`config.mk`:
```
export PLATFORM = sky130hd
export DESIGN_NAME = tlb_port_arb
export DESIGN_NICKNAME = d
export VERILOG_FILES = /design/src/rtl/tlb_port_arb.sv
export SDC_FILE = /design/constraint.sdc
export NUM_CORES = 1
export LEC_CHECK = 0
export BUFFER_PORTS_ARGS = -buffer_cell sky130_fd_sc_hd__buf_2
export CAP_MARGIN = 20
export CELL_PAD_IN_SITES_DETAIL_PLACEMENT = 1
export CELL_PAD_IN_SITES_GLOBAL_PLACEMENT = 1
export CORE_MARGIN = 4
export CORE_UTILIZATION = 35
export DETAILED_ROUTE_END_ITERATION = 6
export GPL_ROUTABILITY_DRIVEN = 0
export GPL_TIMING_DRIVEN = 0
export HOLD_SLACK_MARGIN = 0.15
export MAX_ROUTING_LAYER = met4
export PLACE_DENSITY_LB_ADDON = 0.1
export REMOVE_ABC_BUFFERS = 1
export SETUP_SLACK_MARGIN = 0.5
export SYNTH_ARGS = -nofsm -noshare
export SYNTH_HDL_FRONTEND = slang
export SYNTH_SLANG_ARGS = --single-unit
```
`constraint.sdc`:
```
create_clock -name clk -period 6.45 [get_ports clk]
set_clock_uncertainty 0.1 [all_clocks]
set_input_delay 1.935 -clock clk [delete_from_list [all_inputs] [get_ports clk]]
set_output_delay 1.935 -clock clk [all_outputs]
set_load 0.005 [all_outputs]
```
`src/rtl/tlb_port_arb.sv`:
```
// Arbitrates instruction and data translation requests onto one shared TLB search port.
// One transaction in flight: accept in IDLE, translate in LOOKUP, hold the response in RESP.
module tlb_port_arb #(
  parameter int unsigned STARVE_LIMIT = 3
) (
  input  logic        clk,
  input  logic        reset,
  input  logic        flush,

  input  logic        inst_req,
  input  logic [31:0] inst_vaddr,
  output logic        inst_addr_ok,
  output logic        inst_rsp_valid,
  input  logic        inst_rsp_ready,
  output logic [31:0] inst_paddr,
  output logic [4:0]  inst_excode,

  input  logic        data_req,
  input  logic        data_wr,
  input  logic [31:0] data_vaddr,
  output logic        data_addr_ok,
  output logic        data_rsp_valid,
  input  logic        data_rsp_ready,
  output logic [31:0] data_paddr,
  output logic [4:0]  data_excode,

  output logic [18:0] s0_vpn2,
  output logic        s0_odd_page,
  input  logic        s0_found,
  input  logic [19:0] s0_pfn,
  input  logic        s0_d,
  input  logic        s0_v
);

  localparam int unsigned CntW = (STARVE_LIMIT > 0) ? $clog2(STARVE_LIMIT + 1) : 1;

  typedef enum logic [1:0] {StIdle, StLookup, StResp} state_e;

  state_e          state_q;
  logic [CntW-1:0] starve_q;
  logic [31:0]     vaddr_q;
  logic            wr_q;
  logic            owner_q;  // 1 = data channel owns the transaction
  logic [31:0]     paddr_q;
  logic [4:0]      excode_q;

  logic        idle_open;
  logic        starved;
  logic        grant_inst;
  logic        grant_data;
  logic        owner_ready;
  logic        unmapped;
  logic [31:0] xlat_paddr;
  logic [4:0]  xlat_excode;

  always_comb begin
    idle_open   = (state_q == StIdle) && !flush && !reset;
    starved     = (starve_q == CntW'(STARVE_LIMIT));
    grant_inst  = idle_open && inst_req && (starved || !data_req);
    grant_data  = idle_open && data_req && !grant_inst;
    owner_ready = owner_q ? data_rsp_ready : inst_rsp_ready;
  end

  // Unmapped window is vaddr[31:28] in 8..C; the TLB result is ignored there.
  always_comb begin
    unmapped    = vaddr_q[31] && (vaddr_q[30:28] <= 3'b100);
    xlat_paddr  = {s0_pfn, vaddr_q[11:0]};
    xlat_excode = 5'b11111;
    if (unmapped) begin
      xlat_paddr = vaddr_q;
    end else if (!s0_found || !s0_v) begin
      xlat_excode = wr_q ? 5'b00011 : 5'b00010;
    end else if (wr_q && !s0_d) begin
      xlat_excode = 5'b00001;
    end
  end

  always_ff @(posedge clk or posedge reset) begin
    if (reset) begin
      state_q  <= StIdle;
      starve_q <= '0;
      vaddr_q  <= '0;
      wr_q     <= 1'b0;
      owner_q  <= 1'b0;
      paddr_q  <= '0;
      excode_q <= '0;
    end else begin
      unique case (state_q)
        StIdle: begin
          // Flush freezes the starvation counter along with the grant.
          if (!flush) begin
            if (grant_inst || !inst_req) begin
              starve_q <= '0;
            end else if (grant_data && !starved) begin
              starve_q <= starve_q + 1'b1;
            end
            if (grant_inst || grant_data) begin
              vaddr_q <= grant_data ? data_vaddr : inst_vaddr;
              wr_q    <= grant_data && data_wr;
              owner_q <= grant_data;
              state_q <= StLookup;
            end
          end
        end
        StLookup: begin
          if (flush) begin
            state_q <= StIdle;
          end else begin
            paddr_q  <= xlat_paddr;
            excode_q <= xlat_excode;
            state_q  <= StResp;
          end
        end
        StResp: begin
          if (flush || owner_ready) begin
            state_q <= StIdle;
          end
        end
        default: state_q <= StIdle;
      endcase
    end
  end

  always_comb begin
    inst_addr_ok   = grant_inst;
    data_addr_ok   = grant_data;
    inst_rsp_valid = (state_q == StResp) && !owner_q;
    data_rsp_valid = (state_q == StResp) && owner_q;
    inst_paddr     = paddr_q;
    inst_excode    = excode_q;
    data_paddr     = paddr_q;
    data_excode    = excode_q;
    s0_vpn2        = vaddr_q[31:13];
    s0_odd_page    = vaddr_q[12];
  end

endmodule

```
==> results <==
- The run finished with clean final reports.
- In this run the count of I/O pins placed on the die edge is 193.
- The ratio of cells with drive above 1 in the final layout is 44.3%.
- The required time reported for the critical path endpoint is 4.41 ns.
- The cell count after synthesis is 385.
- The floorplan step defined a die boundary enclosing 12,800 um^2.
- For the pin with the worst max-slew slack, the measured transition is 1.01 ns.
- The initial core utilization is 35.7%.
- The initial antenna violation count is 0.
- In this run the deepest clock path goes through 2 buffers.
- The setup slack of the critical path after layout is 0.999 ns.
- The worst hold path belongs to the class reg -> reg.
- The combined area of all synthesized cells is 3850 um^2.
- The hold violation total from the final report was 0.
- Dividing total power by cell area gives a power density of 313 nW/um^2.
- In this run the standard cell core region covers 10,800 um^2.
- Among cell families on the critical path, the largest total delay comes from buffers and inverters.
- The later-pin clock latency in the skew report is 0.35 ns.
- Counting both buffers and inverters, the worst setup path holds a total of 3.
- The total number of clock tree sinks is 73.
- The half-perimeter wire length after placement is 8600 um.
- The clock tree from TritonCTS is done.
- The met2 global-route usage is 33.9%.
- The max-slew violation total from the final report came to 0.
- After clock tree synthesis, the clock-pin slew on the worst setup and hold paths is 0.06 ns.
- The global-route congestion overflow total is 0.
- The count of input and output buffers is 192.
- The share of synthesized registers carrying an async set or reset is 100%.
- After synthesis, flip-flops and latches occupy 47.4% of the total area.
- The met1 track utilization from global routing is 24.2%.
- The worst setup path is launched from an input pin.
- Ranked by instance count, the synthesized netlist is headed by dfrtp_1, buf_4, nand2_1.
- The filler cells instantiated in the layout total 1,308.
- After layout, the worst path uses 84.5% of the clock period.
- The average via count per standard cell is 5.38.
- The primary flip-flop cell chosen by synthesis mapping is dfrtp_1.
- The largest area contributor in the synthesized netlist is dfrtp_1.
- The vias after detailed routing is 3,499.
- The wire length of the first global-routing pass is 19,700 um.
- The most frequent cell after synthesis is dfrtp_1.
- In the final routed layout, each cell accounts on average for 19.3 um.
- Post-CTS repair changed the size of 0 cells.
- In this run the static leakage power is 2.32 nW.
- The signal on the critical path passes through buf_2 -> a21boi_4 -> buf_16 -> and2_1 -> buf_2.
- For this design, the CTS-stage hold fixing added 0 buffers.
- The deepest level of the CTS H-tree is 3.
- For this run, the slowest stage of the critical path takes 0.64 ns.
- VDD sags by at most 0.108 mV.
- The shortest period the worst path allows is 5.45 ns.
- The most utilized layer in the global route result is met2.
- The synthesis-stage register bit count is 73.
- Global routing consumed, over all layers together, 20.1% of the routing resources.
- At the worst endpoint, the arrival time is 3.42 ns.
- The site row count is 38.
- The top cell type by area accounts for 47.4% of the synthesized area.
- The critical path's most frequent cell is buf_2.
- Counting the buffers created by CTS gives 9.
- The biggest fanout along the worst timing path is 38.
- The total negative slack for setup checks is 0 ns.
- Derived from the worst setup path, the maximum achievable clock frequency is 183 MHz.
- The number of global-route vias before repair is 3,667.
- The final layout net count is 601.
- The max-capacitance violation count is 0.
- The largest net degree at the start of global routing is 42.
- Setup repair after global routing left no endpoint under its margin.
- The post-route antenna net violation count is 0.
- Once the clock tree was built, the setup fixing pass inserted 0 buffers.
- Global routing consumed, on the met3 layer, 3.26% of the routing resources.
- At the placement stage, the worst setup path has a slack of 1.02 ns.
- The type of the worst setup path is in -> out.
- The mean instance size in the synthesized netlist is 10.0 um^2.
- Ranked by total cell area, the synthesized netlist is headed by dfrtp_1, buf_4, a32oi_1.
- In this run the horizontal extent of the chip is 113 um.
- The warning count from the yosys run is 0.
- The synthesis-to-finish area growth is 23.1%.
- The first-pass iteration count of the detailed router is 4.
- The clock root buffer is clkbuf_8.
- Yosys mapped a number of flops with a built-in enable equal to 0.
- In this run the tightest slew margin relative to its limit is 32.5%.
- In the routed design, unresolved DRC markers number 0.
- The number of antenna diodes in the final layout is 0.
- The kind of end point of the critical path is a primary output.
- The distinct cell type count after synthesis is 38.
- The slowest stage of the critical path is the buf_2 cell.
- The die height is 113 um.
- The routed design has 12,600 um of wire.
- The number of failing setup endpoints in the final timing report is 0.
- The detailed router finished its first iteration with 110 violations.
[layer usage]
metal / wire length, um / share of wire (%)
met1: 5280 / 42
met2: 6160 / 49
met3: 809 / 6.4
met4: 314 / 2.5
met5: 0 / 0
[final timing paths]
path,slack [ns],end,cells past startpoint,start
setup reg to reg,4.32,starve_q[1],4,starve_q[0]
min in group asynchronous,1.54,wr_q,2,reset
hold / removal,0.38,data_paddr[0],2,vaddr_q[0]
max in group asynchronous,4.13,vaddr_q[18],3,reset
hold reg to reg,0.38,data_paddr[0],2,vaddr_q[0]
setup / recovery,1.0,data_addr_ok,5,inst_req
[where the power goes]
| part | total, mW | switching, mW | internal (mW) |
|---|---|---|---|
| logic | 0.435 | 0.218 | 0.217 |
| registers | 0.669 | 0.101 | 0.568 |
| clock network | 0.380 | 0.169 | 0.210 |
| total | 1.48 | 0.488 | 0.996 |
[state kept, by name (all words and copies together), names as in the netlist]
signal       cells
data_paddr      32
vaddr_q         32
data_excode      3
starve_q         2
state_q          2
owner_q          1
wr_q             1
[through the flow]
stage	instance area, um^2	hold slack (ns)	std cells	power [mW]	util [%]
after floorplan	3240	0.339	296	0.838	-
after global placement	4380	0.349	628	1.10	40.5
after detailed placement	4540	0.364	634	1.12	42.0
after CTS	4740	0.387	650	1.51	44.0
after global routing	4740	0.392	650	1.58	44.0
final	4740	0.378	650	1.48	44.0
[cells in the final DEF, fill, tap and decap left out, drive strengths merged, types with 2 or more instances in the layout]
cell type and count:
nor3b 2, a21oi 25, o21ai 20, nand2 42, nor2 26, o2bb2ai 32
buf 198, o31ai 2, a31oi 19, dfrtp 73, clkbuf 14, nand2b 2
inv 4, a32oi 32
[worst register-to-register path: cells and delay by family, from the launching register on]
kind | cells | cell delay, ns
adder cells (fa/ha/maj) | 1 | 0.25
AO/OA/AOI/OAI | 1 | 0.23
flip-flops | 1 | 0.41
AND/OR/NAND/NOR | 2 | 1.05
[logic make-up after synthesis]
group	after synthesis	share of synthesized area, %
simple gates	82	9.77
fa+ha+maj	1	0.325
compound gates	135	25.9
mux	1	0.260
buf+inv	93	16.3
flops	73	47.4
[cell type report]
| type | instances | area, um^2 | area share (%) |
|---|---|---|---|
| sequential | 73 | 1830 | 38.5 |
| multi-input combinational | 219 | 1420 | 29.9 |
| timing repair buffer | 198 | 1100 | 23.2 |
| tap | 140 | 175 | 3.69 |
| clock buffer | 14 | 173 | 3.64 |
| clock inverter | 2 | 35.0 | 0.738 |
| inverter | 4 | 17.5 | 0.369 |
(Power assumes the default switching activity.)
